--- config.mk ---
export PLATFORM = sky130hd
export DESIGN_NAME = irq_scheduler_flat
export DESIGN_NICKNAME = d
export VERILOG_FILES = /design/src/rtl/irq_scheduler_if.sv /design/src/rtl/irq_scheduler.sv /design/src/flat_wrapper.sv
export SDC_FILE = /design/constraint.sdc
export NUM_CORES = 1
export LEC_CHECK = 0
export CAP_MARGIN = 15
export CELL_PAD_IN_SITES_DETAIL_PLACEMENT = 1
export CELL_PAD_IN_SITES_GLOBAL_PLACEMENT = 2
export CORE_MARGIN = 2
export CORE_UTILIZATION = 32
export DETAILED_ROUTE_END_ITERATION = 10
export PLACE_DENSITY_LB_ADDON = 0.1
export SLEW_MARGIN = 15
export SYNTH_ARGS = -nofsm -noshare
export SYNTH_HDL_FRONTEND = slang
export SYNTH_SLANG_ARGS = --single-unit
--- constraint.sdc ---
create_clock -name clk -period 5.2 [get_ports clk]
set_input_delay 1.56 -clock clk [delete_from_list [all_inputs] [get_ports clk]]
set_output_delay 1.56 -clock clk [all_outputs]
set_load 0.05 [all_outputs]
--- src/rtl/irq_scheduler_if.sv ---
// Bus bundle between the core and the interrupt scheduler.
// The core side drives requests and commands, the scheduler drives PC override and status.
interface irq_scheduler_if #(
    parameter int NUM_SRC = 4,
    parameter int ADDR_W  = 16
);
    localparam int IDX_W = $clog2(NUM_SRC);
    localparam int LVL_W = $clog2(NUM_SRC) + 1;

    logic [NUM_SRC-1:0] irq_src;
    logic [IDX_W-1:0]   cfg_idx;
    logic               ier_set_flag;
    logic               ier_unset_flag;
    logic               ifr_set_flag;
    logic               ifr_unset_flag;
    logic               end_routine;
    logic [ADDR_W-1:0]  rtrn_addr_in;

    logic               enable;
    logic [ADDR_W-1:0]  addr_out;
    logic [NUM_SRC-1:0] ier_q;
    logic [NUM_SRC-1:0] ifr_q;
    logic [LVL_W-1:0]   active_lvl;
    logic               stack_full;
    logic               spurious_err;

    modport master (
        output irq_src, cfg_idx,
        output ier_set_flag, ier_unset_flag,
        output ifr_set_flag, ifr_unset_flag,
        output end_routine, rtrn_addr_in,
        input  enable, addr_out, ier_q, ifr_q,
        input  active_lvl, stack_full, spurious_err
    );

    modport slave (
        input  irq_src, cfg_idx,
        input  ier_set_flag, ier_unset_flag,
        input  ifr_set_flag, ifr_unset_flag,
        input  end_routine, rtrn_addr_in,
        output enable, addr_out, ier_q, ifr_q,
        output active_lvl, stack_full, spurious_err
    );
endinterface

--- src/rtl/irq_scheduler.sv ---
// Prioritised nesting interrupt scheduler: pending/enable flags, winner pick,
// PC override pulses on entry and return, and a return-address/priority stack.
module irq_scheduler #(
    parameter int                NUM_SRC     = 4,
    parameter int                ADDR_W      = 16,
    parameter int                STACK_DEPTH = 4,
    parameter logic [ADDR_W-1:0] VEC_BASE    = 16'h0100,
    parameter logic [ADDR_W-1:0] VEC_STRIDE  = 16'h0010
) (
    input logic           clk,
    input logic           rst,
    irq_scheduler_if.slave bus
);
    localparam int IDX_W = $clog2(NUM_SRC);
    localparam int LVL_W = $clog2(NUM_SRC) + 1;
    localparam int DEP_W = $clog2(STACK_DEPTH + 1);
    localparam int PTR_W = (STACK_DEPTH > 1) ? $clog2(STACK_DEPTH) : 1;

    typedef enum logic [1:0] {
        S_IDLE,
        S_SERVICE,
        S_ENTER,
        S_RETURN
    } state_t;

    state_t             state_q, state_d;
    logic [NUM_SRC-1:0] sync1_q, sync1_d;
    logic [NUM_SRC-1:0] sync2_q, sync2_d;
    logic [NUM_SRC-1:0] prev_q, prev_d;
    logic [NUM_SRC-1:0] ier_q, ier_d;
    logic [NUM_SRC-1:0] ifr_q, ifr_d;
    logic [IDX_W-1:0]   win_q, win_d;
    logic [LVL_W-1:0]   act_q, act_d;
    logic [DEP_W-1:0]   depth_q, depth_d;
    logic [ADDR_W-1:0]  stk_addr_q [STACK_DEPTH];
    logic [ADDR_W-1:0]  stk_addr_d [STACK_DEPTH];
    logic [LVL_W-1:0]   stk_lvl_q [STACK_DEPTH];
    logic [LVL_W-1:0]   stk_lvl_d [STACK_DEPTH];
    logic               en_q, en_d;
    logic [ADDR_W-1:0]  addr_q, addr_d;
    logic               spur_q, spur_d;

    logic [NUM_SRC-1:0] rise;
    logic [NUM_SRC-1:0] cfg_oh;
    logic [NUM_SRC-1:0] elig;
    logic [NUM_SRC-1:0] entry_clr;
    logic [IDX_W-1:0]   win;
    logic               any_elig;
    logic               full;
    logic               empty;
    logic [PTR_W-1:0]   top_idx;
    logic [PTR_W-1:0]   push_idx;

    function automatic logic [ADDR_W-1:0] vec_addr(input logic [IDX_W-1:0] w);
        return VEC_BASE + ADDR_W'(w) * VEC_STRIDE;
    endfunction

    // Two-flop synchroniser plus previous-value flop for edge detection
    always_comb begin
        sync1_d = bus.irq_src;
        sync2_d = sync1_q;
        prev_d  = sync2_q;
        rise    = sync2_q & ~prev_q;
    end

    // Stack bookkeeping and eligibility / lowest-index winner pick
    always_comb begin
        cfg_oh   = NUM_SRC'(1) << bus.cfg_idx;
        full     = (depth_q == DEP_W'(STACK_DEPTH));
        empty    = (depth_q == '0);
        top_idx  = PTR_W'(depth_q - DEP_W'(1));
        push_idx = PTR_W'(depth_q);
        win      = '0;
        for (int i = 0; i < NUM_SRC; i++) begin
            elig[i] = ifr_q[i] & ier_q[i] & (LVL_W'(i) < act_q);
        end
        for (int i = NUM_SRC - 1; i >= 0; i--) begin
            if (elig[i]) begin
                win = IDX_W'(i);
            end
        end
        any_elig = |elig;
    end

    // Next state, stack push/pop and override pulse decode
    always_comb begin
        state_d    = state_q;
        win_d      = win_q;
        act_d      = act_q;
        depth_d    = depth_q;
        stk_addr_d = stk_addr_q;
        stk_lvl_d  = stk_lvl_q;
        en_d       = 1'b0;
        addr_d     = addr_q;
        spur_d     = spur_q;
        entry_clr  = '0;
        unique case (state_q)
            S_IDLE, S_SERVICE: begin
                if (bus.end_routine) begin
                    if (!empty) begin
                        state_d = S_RETURN;
                        en_d    = 1'b1;
                        addr_d  = stk_addr_q[top_idx];
                    end else begin
                        spur_d = 1'b1;
                    end
                end else if (any_elig && !full) begin
                    state_d = S_ENTER;
                    win_d   = win;
                    en_d    = 1'b1;
                    addr_d  = vec_addr(win);
                end
            end
            S_ENTER: begin
                stk_addr_d[push_idx] = bus.rtrn_addr_in;
                stk_lvl_d[push_idx]  = act_q;
                depth_d              = depth_q + DEP_W'(1);
                act_d                = LVL_W'(win_q);
                entry_clr            = NUM_SRC'(1) << win_q;
                state_d              = S_SERVICE;
            end
            S_RETURN: begin
                act_d   = stk_lvl_q[top_idx];
                depth_d = depth_q - DEP_W'(1);
                state_d = (depth_q == DEP_W'(1)) ? S_IDLE : S_SERVICE;
            end
            default: begin
                state_d = S_IDLE;
            end
        endcase
    end

    // Flag registers: unset wins for IER, set wins for IFR
    always_comb begin
        ier_d = ier_q;
        if (bus.ier_set_flag) begin
            ier_d[bus.cfg_idx] = 1'b1;
        end
        if (bus.ier_unset_flag) begin
            ier_d[bus.cfg_idx] = 1'b0;
        end
        ifr_d = (ifr_q & ~(entry_clr | (bus.ifr_unset_flag ? cfg_oh : '0)))
              | rise | (bus.ifr_set_flag ? cfg_oh : '0);
    end

    // State register with asynchronous reset
    always_ff @(posedge clk or posedge rst) begin
        if (rst) begin
            state_q <= S_IDLE;
            sync1_q <= '0;
            sync2_q <= '0;
            prev_q  <= '0;
            ier_q   <= '0;
            ifr_q   <= '0;
            win_q   <= '0;
            act_q   <= LVL_W'(NUM_SRC);
            depth_q <= '0;
            en_q    <= 1'b0;
            addr_q  <= '0;
            spur_q  <= 1'b0;
            for (int i = 0; i < STACK_DEPTH; i++) begin
                stk_addr_q[i] <= '0;
                stk_lvl_q[i]  <= '0;
            end
        end else begin
            state_q    <= state_d;
            sync1_q    <= sync1_d;
            sync2_q    <= sync2_d;
            prev_q     <= prev_d;
            ier_q      <= ier_d;
            ifr_q      <= ifr_d;
            win_q      <= win_d;
            act_q      <= act_d;
            depth_q    <= depth_d;
            en_q       <= en_d;
            addr_q     <= addr_d;
            spur_q     <= spur_d;
            stk_addr_q <= stk_addr_d;
            stk_lvl_q  <= stk_lvl_d;
        end
    end

    assign bus.enable       = en_q;
    assign bus.addr_out     = addr_q;
    assign bus.ier_q        = ier_q;
    assign bus.ifr_q        = ifr_q;
    assign bus.active_lvl   = act_q;
    assign bus.stack_full   = full;
    assign bus.spurious_err = spur_q;
endmodule

--- src/flat_wrapper.sv ---
// flat-port wrapper written by rule: the top's interface ports become plain ports
module irq_scheduler_flat 
#(
    parameter int                NUM_SRC     = 4,
    parameter int                ADDR_W      = 16,
    parameter int                STACK_DEPTH = 4,
    parameter logic [ADDR_W-1:0] VEC_BASE    = 16'h0100,
    parameter logic [ADDR_W-1:0] VEC_STRIDE  = 16'h0010
)
  (clk, rst, bus_irq_src, bus_cfg_idx, bus_ier_set_flag, bus_ier_unset_flag, bus_ifr_set_flag, bus_ifr_unset_flag, bus_end_routine, bus_rtrn_addr_in, bus_enable, bus_addr_out, bus_ier_q, bus_ifr_q, bus_active_lvl, bus_stack_full, bus_spurious_err);
  irq_scheduler_if #(.NUM_SRC(NUM_SRC), .ADDR_W(ADDR_W)) bus_i ();
  input logic clk;
  input logic rst;
  input wire logic [$bits(bus_i.irq_src)-1:0] bus_irq_src;
  input wire logic [$bits(bus_i.cfg_idx)-1:0] bus_cfg_idx;
  input wire logic [$bits(bus_i.ier_set_flag)-1:0] bus_ier_set_flag;
  input wire logic [$bits(bus_i.ier_unset_flag)-1:0] bus_ier_unset_flag;
  input wire logic [$bits(bus_i.ifr_set_flag)-1:0] bus_ifr_set_flag;
  input wire logic [$bits(bus_i.ifr_unset_flag)-1:0] bus_ifr_unset_flag;
  input wire logic [$bits(bus_i.end_routine)-1:0] bus_end_routine;
  input wire logic [$bits(bus_i.rtrn_addr_in)-1:0] bus_rtrn_addr_in;
  output wire logic [$bits(bus_i.enable)-1:0] bus_enable;
  output wire logic [$bits(bus_i.addr_out)-1:0] bus_addr_out;
  output wire logic [$bits(bus_i.ier_q)-1:0] bus_ier_q;
  output wire logic [$bits(bus_i.ifr_q)-1:0] bus_ifr_q;
  output wire logic [$bits(bus_i.active_lvl)-1:0] bus_active_lvl;
  output wire logic [$bits(bus_i.stack_full)-1:0] bus_stack_full;
  output wire logic [$bits(bus_i.spurious_err)-1:0] bus_spurious_err;
  assign bus_i.irq_src = bus_irq_src;
  assign bus_i.cfg_idx = bus_cfg_idx;
  assign bus_i.ier_set_flag = bus_ier_set_flag;
  assign bus_i.ier_unset_flag = bus_ier_unset_flag;
  assign bus_i.ifr_set_flag = bus_ifr_set_flag;
  assign bus_i.ifr_unset_flag = bus_ifr_unset_flag;
  assign bus_i.end_routine = bus_end_routine;
  assign bus_i.rtrn_addr_in = bus_rtrn_addr_in;
  assign bus_enable = bus_i.enable;
  assign bus_addr_out = bus_i.addr_out;
  assign bus_ier_q = bus_i.ier_q;
  assign bus_ifr_q = bus_i.ifr_q;
  assign bus_active_lvl = bus_i.active_lvl;
  assign bus_stack_full = bus_i.stack_full;
  assign bus_spurious_err = bus_i.spurious_err;
  irq_scheduler #(.NUM_SRC(NUM_SRC), .ADDR_W(ADDR_W), .STACK_DEPTH(STACK_DEPTH), .VEC_BASE(VEC_BASE), .VEC_STRIDE(VEC_STRIDE)) u_core (.clk(clk), .rst(rst), .bus(bus_i));
endmodule
### Word level (Yosys, flattened, before mapping)

Cells that the tools add are included.

* word-level logic and storage cells: 114
* output and inout bits: 30
* input port bits: 29
* flip-flop bits (word level): 124

* shifts and indexed selects: 2
* add/subtract/negate cells: 3
* reductions and logical operators: 14
* magnitude comparators: 9
* muxes and demuxes: 37
* eq/ne operators: 8
* bitwise operators: 21

Operator list (count)
* $mux W16: 6
* $bwmux W64: 1
* $bmux W16 S2: 1
* $demux W16 S2: 1
* $mux W4: 5
* $or A4 B4 Y4: 4
* $mux W2: 7
* $and A4 B4 Y4: 3
* $bwmux W12: 1
* $not A4 Y4: 3
* $pmux W3 S2: 2
* $add A9 B6 Y10 const A: 1
* $mux W3: 3
* $reduce_and A3 Y1: 3
* $and A1 B1 Y1: 8
* $shl A1 B2 Y4 const A: 2
* $bmux W3 S2: 1
* $demux W3 S2: 1
* $ge A3 B3 Y1 const B: 2
* $lt A1 B3 Y1 const A: 2
* $lt A2 B3 Y1 const A: 2
* $mux W1: 6
* $not A2 Y3: 2
* $pmux W2 S3: 1
* 22 further kinds: 26

### Depth between registers and ports, before layout

Gate-level depths: netlist of run 1.

* depth after elaboration: 9
* gate-level depth with buffers: 10
* depth with buffers taken out: 6

### Least setup slack after synthesis of run 1

OpenSTA, ideal clock, no wires.

* path kind: register -> output
* from: register u_core.depth_q[0]
* to: output bus_stack_full
* setup slack: 2059 ps
* cell stages (with the launch flop): 6
* data required time: 3640 ps
* path buffers: 2
* data arrival time: 1581 ps
* cell sequence: dfrtp_1 -> buf_2 -> buf_2 -> inv_1 -> ha_1 -> and2_1

* cells in the longest elaborated chain, start to end: 1

Ends and longest elaborated chain
* from (decl): line irq_scheduler.sv:34 `logic [DEP_W-1:0] depth_q, depth_d;`
* from (signal assigned): line irq_scheduler.sv:174 `depth_q <= depth_d;`
* $eq A3 B3 Y1: line irq_scheduler.sv:69 `full = (depth_q == DEP_W'(STACK_DEPTH));`
* to (decl): line flat_wrapper.sv:27 `output wire logic [$bits(bus_i.stack_full)-1:0] bus_stack_full;`

Every way passes these cells.

### Worst setup path in the final report of run 1

* from: register u_core.depth_q[1]
* to: output bus_stack_full

The elaborated chain is that of the path after synthesis.

==> run_results.csv, run 1 <==
group,metric,value,unit
outcome,status,"complete, no violations",
final_layout,areaGrowthSynthToFinish,26.8,%
grt,grt_max_degree,72,
yosys,syn_nets,410,
route,first_pass_iters,4,
sta,rsz0062_at_grt,"false",
power_and_ir_drop,p_leak,2.84,nW
sta,final.min_clock_period,3760,ps
grt,grt_use_total,15.8,%
yosys,yosys.area.top_type,"dfrtp_1",
final_layout,regArea,3100,µm²
critical_path,crit_path_end_kind,"primary output",
final_layout,multiInputGateArea,2110,µm²
final_layout,post-route-util,41.3,%
sta,fmax,266,MHz
job,maxCapViolations,0,
route,postRouteAntennaNets,0,
cts,cts_buffer_depth,2,
cts,cts_root_buf,"clkbuf_16",
yosys,ys.warnings.count,0,
power_and_ir_drop,power_density,694,nW/µm²
yosys,synth_edf_count,0,
critical_path,reg2reg_setup_slack,2490,ps
floorplan,die_x,133,µm
yosys,synth_cell_type_count,41,
placement,hpwlAfterDp,8390,µm
cts,cts-hold-fix-buffers,0,
sta,worst_pin_slew,1120,ps
yosys,synth-seq-cells,124,
final_layout,design_area,6800,µm²
critical_path,crit_type,"flip-flop to primary output",
final_layout,insertedDiodeCount,0,
critical_path,reg2reg_depth,7,
critical_path,cp_slowest_cell,"clkdlybuf4s50_1",
floorplan,dieArea,17800,µm²
grt,grt_pass1_wl,21200,µm
route,wl,13100,µm
cts,cts.reportedPaths.clkPinSlew,50,ps
power_and_ir_drop,ir_drop,348,µV
cts,clkSinkCount,124,
cts,cts-htree-levels,4,
sta,finalSetupViolCount,0,
placement,placed_area,6170,µm²
critical_path,crit_chain,"inv_1 -> ha_1 -> and2_1 -> clkdlybuf4s50_1",
min_path,hold-path-cell-count,0,
grt,grt_pass1_vias,3642,
floorplan,initial_core_util,32.6,%
final_layout,layout-drive-gt1-share,29.9,%
yosys,yosys.area.top_type_share,57.4,%
floorplan,io_pins,59,
cts,cts_buffers,17,
sta,finalCritPeriodShare,72.3,%
sta,max-slew-margin-rel,25.1,%
yosys,avgSynthCellArea,14.3,µm²
critical_path,crit_arrival,2200,ps
floorplan,die_h,133,µm
placement,port_buffers,58,
sta,hold_viol,0,
critical_path,worstPathMaxFanout,4,
min_path,worstHoldPathType,"flip-flop to flip-flop",
cts,clk_latency,420,ps
critical_path,critPathLaunchType,"flip-flop",
grt,antenna_found_initial,0,
final_layout,final_nets,472,
yosys,ys.flop_type,"dfrtp_1",
yosys,ys_seq_area_share,57.9,%
grt,grt_overflow,0,
floorplan,coreArea,16500,µm²
sta,setup_tns,0,ps
yosys,syn_inst,376,
sta,fin_worst_skew,6.05,ps
final_layout,fillerInstances,1702,
yosys,synth_area_leaders,"dfrtp_1, mux2_2, mux4_2, o2bb2ai_1, a22oi_1",
yosys,async_flop_share,100,%
cts,post_cts_buffers,0,
critical_path,cpPeakStageDelay,820,ps
sta,whs,346,ps
route,wl_per_cell,19.6,µm
critical_path,required,3640,ps
cts,cts_resized,0,
placement,place_congestion,0.693,
route,dr.first_iter.drc_count,124,
route,vias,3347,
yosys,synth.cell_area,5360,µm²
route,drc,0,
floorplan,rows,47,
sta,slew_viol_final,0,
route,vias_per_cell,4.99,
cts,cts_tree,"yes",
==> through the flow <==
step / worst slack [ps] / power, mW / std cells
2_1_floorplan: 342 / 2.96 / 376
3_3_place_gp: 1560 / 3.47 / 639
3_5_place_dp: 1490 / 3.53 / 639
4_1_cts: 1400 / 4.79 / 671
5_1_grt: 1340 / 5.00 / 671
6_report: 1440 / 4.72 / 671
==> cell usage in the layout (no fill, tap or decap), types with 5 or more instances in the layout <==
master and instances:
nor2b_1 7, nand3_1 6, nand2_1 20, buf_4 7
o21ai_0 9, mux4_2 19, o2bb2ai_1 13, clkbuf_8 6
nor2_1 8, ha_1 5, a22oi_1 13, mux2_2 72
clkdlybuf4s50_1 58, clkbuf_16 17, a21oi_1 18, dfrtp_1 123
inv_1 7
==> sequential cells by signal (all words and copies together) (netlist names), 3 cells and up <==
register               flops
u_core.bus.ifr_q           4
u_core.prev_d              4
u_core.sync1_q             4
u_core.bus.addr_out       16
u_core.prev_q              4
u_core.stk_addr_q         64
u_core.bus.ier_q           4
u_core.bus.active_lvl      3
u_core.depth_q             3
u_core.stk_lvl_q          12
==> cell usage after synthesis, types with 2 or more instances <==
cell type / instances
nand2_1: 20
inv_1: 8
o211ai_1: 2
ha_1: 5
nor2_1: 8
nor3_1: 2
a31oi_1: 2
o311a_1: 2
o2bb2ai_1: 13
a22oi_1: 13
o21ai_0: 9
buf_6: 2
buf_2: 11
mux4_2: 19
nor2b_1: 7
mux2i_1: 3
mux2_2: 72
clkbuf_1: 9
a21oi_1: 18
dfrtp_1: 123
nand3_1: 6
xor2_1: 3
==> logic make-up after synthesis <==
| group | after synthesis | share of synthesized area, % |
|---|---|---|
| xor+xnor | 4 | 0.654 |
| flops | 124 | 57.9 |
| fa+ha+maj | 5 | 1.17 |
| mux | 95 | 23.9 |
| simple gates | 47 | 4.01 |
| buf+inv | 31 | 2.78 |
| compound gates | 70 | 9.55 |
==> final timing paths <==
| check | from | end |
|---|---|---|
| min in group asynchronous | rst | u_core.stk_addr_q[32] |
| min reg2reg | u_core.sync1_q[3] | u_core.prev_d[3] |
| min | u_core.sync1_q[3] | u_core.prev_d[3] |
| max | u_core.depth_q[1] | bus_stack_full |
| max reg2reg | u_core.depth_q[1] | u_core.bus.addr_out[4] |
| max in group asynchronous | rst | u_core.bus.addr_out[8] |
==> power by group <==
group          switching, mW  internal (mW)
clock network          0.413          0.828
logic                  0.939          0.900
registers              0.273           1.36
total                   1.63           3.09
==> critical path: cells and delay by family (launching register included) <==
kind | cells | cell delay, ps
buffers and inverters | 2 | 930
adder cells (fa/ha/maj) | 1 | 230
AND/OR/NAND/NOR | 1 | 210
flip-flops | 1 | 410
==> cell type report <==
type / instances / share of cell area, %
Sequential cell: 124 / 45.7
Multi-Input combinational cell: 221 / 31.0
Timing Repair Buffer: 66 / 9.61
Clock buffer: 26 / 7.64
Tap cell: 220 / 4.05
Clock inverter: 6 / 1.55
Inverter: 8 / 0.479
==> metal layers <==
metal	GRT usage, %	wire length [µm]	up-vias
met5	0	0	-
met1	21.8	6380	1751
met4	6.74	226	0
li1	-	-	1520
met3	3.69	457	16
met2	24.1	6060	60
Power figures use the tool's default switching activity.
==> run 2, diff against run 1 <==
==> constraint.sdc (replaced) <==
create_clock -name clk -period 3.4 [get_ports clk]
set_input_delay 1.02 -clock clk [delete_from_list [all_inputs] [get_ports clk]]
set_output_delay 1.02 -clock clk [all_outputs]
set_load 0.05 [all_outputs]
==> run_results.csv, run 2 (same netlist as run 1, synthesis figures left out) <==
group,metric,value,unit
cts,cts_tree,"yes",
power_and_ir_drop,power_density,1050,nW/µm²
grt,grt_pass1_wl,21200,µm
sta,max-slew-margin-rel,30.5,%
floorplan,initial_core_util,32.6,%
final_layout,insertedDiodeCount,0,
route,wl_per_cell,19.0,µm
grt,grt_use_total,15.7,%
final_layout,largest_reg_flops,64,
placement,place_congestion,0.681,
min_path,worstHoldPathType,"flip-flop to flip-flop",
final_layout,final_common_cell,"dfrtp_1",
final_layout,fillerInstances,1703,
final_layout,fin_cells,675,
critical_path,cpPeakStageDelay,830,ps
grt,grt_overflow,0,
floorplan,rows,47,
final_layout,top_register,"u_core.stk_addr_q",
route,vias_per_cell,5.00,
cts,post_cts_buffers,0,
cts,cts_buffer_depth,2,
final_layout,multiInputGateArea,2110,µm²
sta,finalCritPeriodShare,84.9,%
cts,clk_latency,410,ps
critical_path,crit_type,"flip-flop to primary output",
critical_path,cp_slowest_cell,"clkdlybuf4s50_1",
job,maxCapViolations,0,
route,dr_wl_met2,6060,µm
cts,cts.reportedPaths.clkPinSlew,60,ps
route,first_pass_iters,4,
route,m1WireLength,6160,µm
cts,cts_buffers,17,
sta,fin_worst_skew,6.11,ps
min_path,hold-path-cell-count,0,
route,drc,0,
route,vias,3374,
placement,hpwlAfterDp,8230,µm
min_path,worstHoldStart,"u_core.sync1_q[3]",
sta,finalSetupViolCount,0,
route,postRouteAntennaNets,0,
floorplan,coreArea,16500,µm²
placement,pre_cts_slack,516,ps
critical_path,r2r_start,"u_core.depth_q[1]",
cts,cts_root_buf,"clkbuf_16",
critical_path,r2r-end,"u_core.bus.addr_out[11]",
min_path,min_to,"u_core.prev_d[3]",
outcome,status,"complete, no violations",
critical_path,critPathTopFamily,"buffers and inverters",
sta,rsz0062_at_grt,"false",
grt,antenna_found_initial,0,
final_layout,areaGrowthSynthToFinish,27.0,%
route,wl_met3,435,µm
floorplan,die_h,133,µm
power_and_ir_drop,p_leak,2.83,nW
cts,cts-htree-levels,4,
sta,hold_viol,0,
sta,fmax,346,MHz
critical_path,crit_arrival,1870,ps
route,dr.first_iter.drc_count,123,
final_layout,layout-drive-gt1-share,31.2,%
route,wl,12800,µm
critical_path,worstPathMaxFanout,7,
cts,cts_resized,0,
floorplan,dieArea,17800,µm²
sta,finalWorstSetupSlack,512,ps
critical_path,reg2reg_depth,7,
floorplan,io_pins,59,
grt,grt_pass1_vias,3654,
placement,dp_cells,643,
floorplan,die_x,133,µm
grt,grt_max_degree,125,
final_layout,final_nets,476,
sta,final.min_clock_period,2890,ps
critical_path,critPathLaunchType,"flip-flop",
placement,port_buffers,58,
critical_path,reg2reg_setup_slack,1080,ps
final_layout,regArea,3100,µm²
final_layout,final_cell_mix,"dfrtp_1, mux2_2, clkdlybuf4s50_1",
sta,setup_tns,0,ps
power_and_ir_drop,ir_drop,531,µV
critical_path,crit_chain,"clkdlybuf4s50_1",
critical_path,required,2380,ps
cts,clkSinkCount,124,
sta,slew_viol_final,0,
critical_path,crit_path_end_kind,"primary output",
sta,worst_pin_slew,1040,ps
critical_path,path_depth,1,
route,maxUsedRoutingLayer,"met4",
critical_path,crit_buf_inv,1,
cts,cts-hold-fix-buffers,0,
-- run 2: final cells by class --
type	count	area share (%)
inverters	8	0.496
multi-input cells	221	31.0
clock buffers	19	6.50
clock inverters	13	2.44
well taps	220	4.04
repair buffers	70	9.99
flip-flops and latches	124	45.6
-- run 2: metrics by stage --
| stage | power (mW) | hold WS (ps) | util [%] | instance area (µm²) |
|---|---|---|---|---|
| detailed placement | 5.40 | 336 | 37.7 | 6200 |
| global placement | 5.33 | 333 | 37.7 | 6200 |
| finish | 7.18 | 347 | 41.4 | 6810 |
| floorplan | 4.53 | 331 | - | 5370 |
| CTS | 7.29 | 350 | 41.4 | 6810 |
| global route | 7.63 | 355 | 41.4 | 6810 |
-- run 2: worst max path at each step --
stage	start	endpoint	slack [ps]
2_1_floorplan	u_core.depth_q[0]	u_core.bus.addr_out[1]	790
3_3_place_gp	bus_end_routine	u_core.bus.addr_out[4]	600
3_5_place_dp	bus_end_routine	u_core.bus.addr_out[4]	520
4_1_cts	u_core.bus.active_lvl[2]	bus_active_lvl[2]	480
5_1_grt	u_core.bus.active_lvl[2]	bus_active_lvl[2]	440
6_report	u_core.bus.active_lvl[2]	bus_active_lvl[2]	510
-- run 2: layer usage --
layer / track usage (%) / up-vias
li1: - / 1521
met1: 21.8 / 1793
met2: 24.1 / 48
met3: 4.03 / 12
met4: 5.32 / 0
met5: 0 / -
-- run 2: report_power, final --
part           internal (mW)  total, mW  switching (mW)
logic                   1.39       2.85            1.46
registers               2.09       2.48           0.394
clock network           1.17       1.85           0.674
==> run 3, diff against run 2 <==
==> constraint.sdc (replaced) <==
create_clock -name clk -period 2.4 [get_ports clk]
set_input_delay 0.72 -clock clk [delete_from_list [all_inputs] [get_ports clk]]
set_output_delay 0.72 -clock clk [all_outputs]
set_load 0.05 [all_outputs]
==> run_results.csv, run 3 (same netlist as run 1, synthesis figures left out) <==
group,metric,value,unit
critical_path,cpPeakStageDelay,820,ps
cts,clk_latency,420,ps
min_path,worstHoldStart,"u_core.sync1_q[0]",
critical_path,reg2reg_depth,7,
power_and_ir_drop,ir_drop,665,µV
critical_path,critPathTopFamily,"buffers and inverters",
sta,finalSetupViolCount,0,
placement,port_buffers,58,
placement,hpwlAfterDp,8780,µm
cts,clkSinkCount,124,
critical_path,cp_slowest_cell,"clkdlybuf4s50_1",
cts,cts.reportedPaths.clkPinSlew,60,ps
critical_path,required,1680,ps
critical_path,crit_chain,"clkdlybuf4s50_1",
route,drc,0,
final_layout,layout-drive-gt1-share,33.8,%
sta,finalCritPeriodShare,97.8,%
power_and_ir_drop,internal_power,6.81,mW
sta,final.min_clock_period,2350,ps
route,first_pass_iters,4,
final_layout,top_register,"u_core.stk_addr_q",
final_layout,design_area,6960,µm²
route,wl,13100,µm
cts,cts_buffer_depth,2,
cts,cts-htree-levels,4,
grt,antenna_found_initial,0,
sta,fmax,426,MHz
critical_path,crit_buf_inv,1,
min_path,hold-path-cell-count,0,
sta,hold_viol,0,
floorplan,io_pins,59,
critical_path,critPathLaunchType,"flip-flop",
sta,rsz0062_at_grt,"false",
min_path,min_to,"u_core.prev_d[0]",
grt,grt_pass1_vias,3793,
cts,cts_tree,"yes",
grt,grt_pass1_wl,21400,µm
sta,worst_pin_slew,729,ps
sta,setup_tns,0,ps
critical_path,r2r_start,"u_core.depth_q[1]",
cts,cts_root_buf,"clkbuf_16",
placement,place_congestion,0.701,
power_and_ir_drop,power.switching,3.56,mW
critical_path,r2r-end,"u_core.bus.addr_out[8]",
floorplan,die_x,133,µm
sta,slew_viol_final,0,
power_and_ir_drop,p_comb_share,40.4,%
floorplan,die_h,133,µm
grt,grt_max_degree,76,
final_layout,final_nets,488,
critical_path,crit_path_end_kind,"primary output",
floorplan,coreArea,16500,µm²
grt,grt_overflow,0,
grt,grt_use_total,16.0,%
sta,max-slew-margin-rel,51.3,%
critical_path,worstPathMaxFanout,3,
route,wl_per_cell,19.0,µm
route,postRouteAntennaNets,0,
route,vias,3401,
final_layout,final_common_cell,"dfrtp_1",
floorplan,rows,47,
sta,fin_worst_skew,11.2,ps
power_and_ir_drop,netSwitchingFraction,34.3,%
critical_path,crit_type,"flip-flop to primary output",
job,maxCapViolations,0,
final_layout,final_cell_mix,"dfrtp_1, mux2_2, clkdlybuf4s50_1",
critical_path,reg2reg_setup_slack,330,ps
final_layout,insertedDiodeCount,0,
power_and_ir_drop,pwr-share-seq,33.8,%
cts,cts-hold-fix-buffers,0,
placement,placed_area,6310,µm²
floorplan,dieArea,17800,µm²
outcome,status,"complete, no violations",
cts,cts_buffers,17,
final_layout,areaGrowthSynthToFinish,29.7,%
min_path,worstHoldPathType,"flip-flop to flip-flop",
power_and_ir_drop,clkPwrFrac,25.9,%
critical_path,crit_arrival,1630,ps
route,dr.first_iter.drc_count,112,
power_and_ir_drop,p_leak,3.00,nW
power_and_ir_drop,power_density,1490,nW/µm²
floorplan,initial_core_util,32.6,%
final_layout,largest_reg_flops,64,
route,vias_per_cell,4.95,
[run 3: changes by cell type in the layout (fill, tap and decap cells not counted), moves of 2 or more]
cell / delta
buf_12: +2
clkbuf_1: +2
clkinv_4: -2
buf_4: +12
dlymetal6s2s_1: +8
clkdlybuf4s50_1: -13
dlygate4sd2_1: +2
[run 3: worst max path at each step]
stage	start	to	slack, ps	depth (start not counted)
floorplan	u_core.depth_q[0]	u_core.bus.addr_out[4]	10	9
global placement	bus_end_routine	u_core.bus.addr_out[4]	150	5
detailed placement	u_core.depth_q[1]	u_core.bus.addr_out[2]	110	6
CTS	u_core.bus.addr_out[11]	bus_addr_out[11]	1	1
global route	u_core.bus.addr_out[2]	bus_addr_out[2]	0.3	1
finish	u_core.bus.addr_out[2]	bus_addr_out[2]	50	1
[run 3: metrics by stage]
stage / cells / hold WS (ps) / setup WS, ps / util, % / total power, mW
finish: 687 / 348 / 52.5 / 42.2 / 10.4
global route: 687 / 352 / 0.304 / 42.2 / 11.0
CTS: 687 / 350 / 1.23 / 42.1 / 10.5
detailed placement: 655 / 337 / 105 / 38.3 / 7.77
global placement: 655 / 335 / 149 / 38.3 / 7.66
floorplan: 376 / 331 / 14.9 / - / 6.44
[run 3: timing repair]
action / 4_1_cts / 5_1_grt
resized for setup: 2 / 11
setup endpoints to repair: 2 / 9
buffers inserted: 0 / 0
[run 3: final cells by class]
cell class,instances,area [µm²]
Fill cell,1713,9510
Sequential cell,124,3100
Multi-Input combinational cell,221,2110
Timing Repair Buffer,82,810
Clock buffer,21,450
Tap cell,220,275
Clock inverter,11,168
Inverter,8,33.8
[run 3: power groups by stage]
stage                     Combinational (mW)  Sequential [mW]  Clock, mW
after floorplan                         2.49             3.95          0
after global placement                  4.17             3.49          0
after detailed placement                4.24             3.53          0
after CTS                               4.25             3.51       2.76
after global routing                    4.53             3.62       2.86
final                                   4.18             3.50       2.69
[run 3: per-layer routing]
metal,GRT usage [%],part of all wire (%),vias to the layer above
met5,0,0,-
met4,4.43,1.1,0
met3,4.38,3.1,14
met2,25.3,48,50
met1,21.7,48,1783
li1,-,-,1554
==> RTL change 1 (settings of run 3) <==
The 4 states of `state_t` get a Gray code encoding in 2 bits.
--- a/src/rtl/irq_scheduler.sv
+++ b/src/rtl/irq_scheduler.sv
@@ -17,10 +17,10 @@
     localparam int PTR_W = (STACK_DEPTH > 1) ? $clog2(STACK_DEPTH) : 1;
 
     typedef enum logic [1:0] {
-        S_IDLE,
-        S_SERVICE,
-        S_ENTER,
-        S_RETURN
+        S_IDLE    = 2'b00,
+        S_SERVICE = 2'b01,
+        S_ENTER   = 2'b11,
+        S_RETURN  = 2'b10
     } state_t;
 
     state_t             state_q, state_d;
Behaviour: same outputs for any inputs over 10 cycles, from zero or initial values and one cycle with rst high; not proved beyond that.
==> RTL change 1 against run 3 <==
- critical path depth is the same
- hold slack better by 0.0015 ns
- power increased by 3.8%
- setup slack worse by 0.0030 ns
- area after synthesis shrank 0.47%
- wire length is 0.21% higher
- sequential share of layout area down 0.064 points
- cell area increased by 0.14%
- sequential cell count unchanged
==> RTL change 1: results (changes against run 3) <==
| Metric | Value |
|---|---|
| Pin count of the biggest net entering global routing | `37 (was 76)` |
| Nets@finish | `500 (was 488)` |
| Hold slack | `0.3492 ns (was 0.3476 ns)` |
| Reg clk slew, reported paths | `0.06 ns (about the same)` |
| Top area cells in the synthesized netlist | `dfrtp_1, mux2_2, mux4_2 (unchanged)` |
| Gr usage total | `16.07% (was 15.97%)` |
| Worst Path Max Fanout | `2 (was 3)` |
| Syn_nets | `422 (was 410)` |
| WHS Path Cells | `0 (unchanged)` |
| Slowest CP cell | `clkdlybuf4s50_1 (unchanged)` |
| Worst r2r dst | `u_core.bus.addr_out[2] (was u_core.bus.addr_out[8])` |
| Clock Path Buffers | `2 (unchanged)` |
| Worst IR drop on VDD | `0.6218 mV (was 0.6651 mV)` |
| Post-DP Area | `0.006300 mm^2 (was 0.006310 mm^2)` |
| Layout Cells excl Fill | `699 (was 687)` |
| Clock Skew | `0.004402 ns (was 0.01117 ns)` |
| Synth Warn # | `0 (unchanged)` |
| Post-synth top cells | `dfrtp_1, mux2_2, nand2_1 (unchanged)` |
| Hold_sp | `u_core.sync1_q[3] (was u_core.sync1_q[0])` |
| Delay-heaviest family, CP | `buffers and inverters (unchanged)` |
| Reg2reg setup slack | `0.28 ns (was 0.33 ns)` |
| GP Congestion | `0.7020 (was 0.7006)` |
| Layout cells sized above 1 | `34.86% (was 33.83%)` |
| Slew Viols, Final | `0 (unchanged)` |
| Cell count after placement | `667 (was 655)` |
| Status | `completed (unchanged)` |
| DP Worst Slack | `0.07498 ns (was 0.1052 ns)` |
| First-pass GRT wire length | `21.29 mm (was 21.43 mm)` |
| Yosys cell types | `37 (was 41)` |
| Max FFs per register | `64 (unchanged)` |
| Pleak | `2.971 nW (was 2.997 nW)` |
| Most used DFF post-synth | `dfrtp_1 (unchanged)` |
| Antenna diode count | `0 (unchanged)` |
| Root Driver | `clkbuf_16 (unchanged)` |
| CTS resizes | `1 (was 2)` |
| First-pass iteration count of the detailed router | `4 (unchanged)` |
| DRT iter0 DRCs | `103 (was 112)` |
| Worst min-delay path endpoint | `u_core.prev_d[3] (was u_core.prev_d[0])` |
| Seq/Total Area, Yosys | `58.17% (was 57.90%)` |
| Vias in the first global route | `3727 (was 3793)` |
| Vias | `3371 (was 3401)` |
| Routed length per instance | `18.73 um (was 19.02 um)` |
| Worst hold-check path type | `flop to flop (unchanged)` |
| Reg2reg start | `u_core.depth_q[1] (unchanged)` |
| Largest Register | `u_core.stk_addr_q (unchanged)` |
| Routed Antenna Nets | `0 (unchanged)` |
| DP HPWL | `8.735 mm (was 8.776 mm)` |
| Slew HR | `65.25% (was 51.32%)` |
| R2R depth | `6 (was 7)` |
| Post-Syn Area per Cell | `13.75 um^2 (was 14.26 um^2)` |
==> RTL change 1: cell count changes after synthesis, sizes merged, moves of 3 or more <==
cell     delta
o2bb2ai    -13
a22oi      -12
o211ai      +3
nand2       +7
nand3      +12
inv        +14
a21oi       -7
mux2i       -3
mux2        +3
o21ai      +13
==> RTL change 1: worst max path at each step <==
stage | start | to | slack, ns
floorplan | u_core.depth_q[0] | u_core.bus.addr_out[4] | 0.01
CTS | u_core.bus.addr_out[4] | bus_addr_out[4] | 0.003
detailed placement | bus_end_routine | u_core.state_q[0] | 0.07
global route | u_core.bus.ier_q[0] | bus_ier_q[0] | 0.00002
global placement | bus_end_routine | u_core.state_q[0] | 0.11
finish | u_core.bus.addr_out[14] | bus_addr_out[14] | 0.05
==> RTL change 1: logic make-up after synthesis <==
logic type	Yosys count	synth area share, %
and+or+nand+nor	63	5.346
buffers and inverters	43	3.447
AOI/OAI and AO/OA	54	7.081
adders and majority gates	5	1.172
DFF	124	58.17
xor gates and xnor gates	4	0.6566
muxes	95	24.13
==> RTL change 1: layout make-up <==
cell class	count	area (um^2)
fillers	1704	9500
flip-flops and latches	124	3104
multi-input cells	221	2051
repair buffers	80	792.0
clock buffers	18	439.2
well taps	220	275.3
clock inverters	14	217.7
inverters	22	86.33
==> RTL change 1: power breakdown <==
part | internal, W | leakage [nW] | switching [W]
clock network | 0.00187 | 0.301 | 0.000961
registers | 0.00298 | 1.47 | 0.000516
logic | 0.00215 | 1.20 | 0.00229
==> RTL change 1: layer usage <==
| layer | up-vias | wire (um) | global-route usage (%) |
|---|---|---|---|
| met5 | - | 0 | 0 |
| met4 | 0 | 187 | 5.851 |
| met3 | 14 | 461 | 3.957 |
| met2 | 51 | 6484 | 26.28 |
| met1 | 1767 | 5961 | 20.88 |
| li1 | 1539 | - | - |
==> RTL change 2 (config.mk and constraints of run 3) <==
Without the edit above. `VEC_STRIDE` is set to 16'h0010 in 2 places; all go to 16'h000C.
--- a/src/rtl/irq_scheduler.sv
+++ b/src/rtl/irq_scheduler.sv
@@ -5,7 +5,7 @@
     parameter int                ADDR_W      = 16,
     parameter int                STACK_DEPTH = 4,
     parameter logic [ADDR_W-1:0] VEC_BASE    = 16'h0100,
-    parameter logic [ADDR_W-1:0] VEC_STRIDE  = 16'h0010
+    parameter logic [ADDR_W-1:0] VEC_STRIDE  = 16'h000C
 ) (
     input logic           clk,
     input logic           rst,
--- a/src/flat_wrapper.sv
+++ b/src/flat_wrapper.sv
@@ -5,7 +5,7 @@
     parameter int                ADDR_W      = 16,
     parameter int                STACK_DEPTH = 4,
     parameter logic [ADDR_W-1:0] VEC_BASE    = 16'h0100,
-    parameter logic [ADDR_W-1:0] VEC_STRIDE  = 16'h0010
+    parameter logic [ADDR_W-1:0] VEC_STRIDE  = 16'h000C
 )
   (clk, rst, bus_irq_src, bus_cfg_idx, bus_ier_set_flag, bus_ier_unset_flag, bus_ifr_set_flag, bus_ifr_unset_flag, bus_end_routine, bus_rtrn_addr_in, bus_enable, bus_addr_out, bus_ier_q, bus_ifr_q, bus_active_lvl, bus_stack_full, bus_spurious_err);
   irq_scheduler_if #(.NUM_SRC(NUM_SRC), .ADDR_W(ADDR_W)) bus_i ();
Function: changed (a bounded check fails within 4 cycles, from zero or initial values and one cycle with rst high).
==> RTL change 2 against run 3 <==
- sequential cell count unchanged
- cell area decreased by 0.72%
- maximum frequency increased by 0.25%
- via count increased by 0.41%
- sequential share of layout area increased by 0.32 points
- setup slack improved by 0.0060 ns
- wire length increased by 1.7%
- power decreased by 8.0%
- sequential power about the same
- area after synthesis increased by 0.89%
- highest routed layer unchanged
==> RTL change 2: results (changes against run 3) <==
| Metric | Value |
|---|---|
| Filler cell count | `1688 (was 1713)` |
| Pin count of the biggest net entering global routing | `50 (was 76)` |
| Vias | `3415 (was 3401)` |
| CTS resizes | `3 (was 2)` |
| Max stage delay on crit path | `0.82 ns (about the same)` |
| Worst r2r dst | `u_core.bus.addr_out[4] (was u_core.bus.addr_out[8])` |
| H-tree depth | `4 (unchanged)` |
| Status | `completed (unchanged)` |
| Routed Antenna Nets | `0 (unchanged)` |
| Worst IR drop on VDD | `0.5782 mV (was 0.6651 mV)` |
| Nets@finish | `499 (was 488)` |
| CTS Buf Count | `17 (unchanged)` |
| Cell count after placement | `664 (was 655)` |
| Setup TNS | `0 ns (unchanged)` |
| Worst min-delay path endpoint | `u_core.prev_d[1] (was u_core.prev_d[0])` |
| Vias in the first global route | `3829 (was 3793)` |
| Post-synth top cells | `dfrtp_1, mux2_2, nand2_1 (unchanged)` |
| Post-DP Area | `0.006359 mm^2 (was 0.006310 mm^2)` |
| Worst EP arrival | `1.62 ns` |
| Syn_nets | `420 (was 410)` |
| IO Port Bufs | `58 (unchanged)` |
| Hold slack | `0.3469 ns (was 0.3476 ns)` |
| DP Worst Slack | `-0.08073 ns (was 0.1052 ns)` |
| Reg2reg start | `u_core.bus.active_lvl[2] (was u_core.depth_q[1])` |
| R2R depth | `7 (unchanged)` |
| GP Congestion | `0.7247 (was 0.7006)` |
| Hold_sp | `u_core.sync1_q[1] (was u_core.sync1_q[0])` |
| Post-CTS Setup Repair Bufs | `0 (unchanged)` |
| Seq/Total Area, Yosys | `57.39% (was 57.90%)` |
| Top area cells in the synthesized netlist | `dfrtp_1, mux2_2, mux4_1 (was dfrtp_1, mux2_2, mux4_2)` |
| Slew @ Worst Pin | `0.5090 ns (was 0.7293 ns)` |
| Routed WL | `13.29 mm (was 13.07 mm)` |
| DRT iter0 DRCs | `95 (was 112)` |
| Layout cells sized above 1 | `31.92% (was 33.83%)` |
| DP HPWL | `9.064 mm (was 8.776 mm)` |
| Pleak | `2.982 nW (was 2.997 nW)` |
| Post-Syn Instances | `384 (was 376)` |
| First-pass GRT wire length | `21.56 mm (was 21.43 mm)` |
| Yosys cell types | `43 (was 41)` |
| Routed length per instance | `19.17 um (was 19.02 um)` |
| Reg2reg setup slack | `0.26 ns (was 0.33 ns)` |
| WHS Path Cells | `0 (unchanged)` |
| Gr usage total | `16.15% (was 15.97%)` |
| Root Driver | `clkbuf_16 (unchanged)` |
| Initial antenna violation count | `0 (unchanged)` |
| Worst Path Max Fanout | `1 (was 3)` |
| Clock Skew | `0.005323 ns (was 0.01117 ns)` |
-- RTL change 2: final cells by class --
class                   count  area [um^2]  share of cell area, %
flip-flops and latches    124         3104                  44.95
multi-input cells         222         2137                  30.95
repair buffers             80        777.0                  11.25
clock buffers              21        470.5                  6.813
well taps                 220        275.3                  3.986
inverters                  18        71.32                  1.033
clock inverters             8        70.07                  1.015
-- RTL change 2: cells by family (layout without fill, tap and decap cells) --
family / Yosys count / in the layout / share of synthesized area, %
AOI/OAI and AO/OA: 51 / 51 / 6.200
adders and majority gates: 7 / 7 / 1.619
DFF: 124 / 124 / 57.39
buffers and inverters: 38 / 127 / 3.146
muxes: 101 / 101 / 25.70
and+or+nand+nor: 60 / 60 / 5.459
xor gates and xnor gates: 3 / 3 / 0.4859
-- RTL change 2: layer usage --
layer | global-route usage (%) | wire length [um]
met1 | 22.38 | 6466
met2 | 24.64 | 6180
met3 | 4.271 | 448
met4 | 5.614 | 191
met5 | 0 | 0
-- RTL change 2: worst max-delay path by stage --
| stage | from | endpoint | slack, ns | cells past startpoint |
|---|---|---|---|---|
| global placement | bus_end_routine | u_core.bus.addr_out[2] | -0.04 | 5 |
| global route | u_core.bus.addr_out[0] | bus_addr_out[0] | 0.0006 | 1 |
| detailed placement | bus_end_routine | u_core.win_q[0] | -0.08 | 5 |
| finish | u_core.bus.enable | bus_enable | 0.06 | 1 |
| CTS | u_core.bus.ifr_q[3] | bus_ifr_q[3] | 0.007 | 1 |
| floorplan | u_core.depth_q[0] | u_core.bus.addr_out[2] | 0.12 | 8 |
-- RTL change 2: power by group --
part / internal [W] / switching, W
combinational: 0.00186 / 0.00181
clock: 0.00148 / 0.000890
sequential: 0.00294 / 0.000559
total: 0.00628 / 0.00326
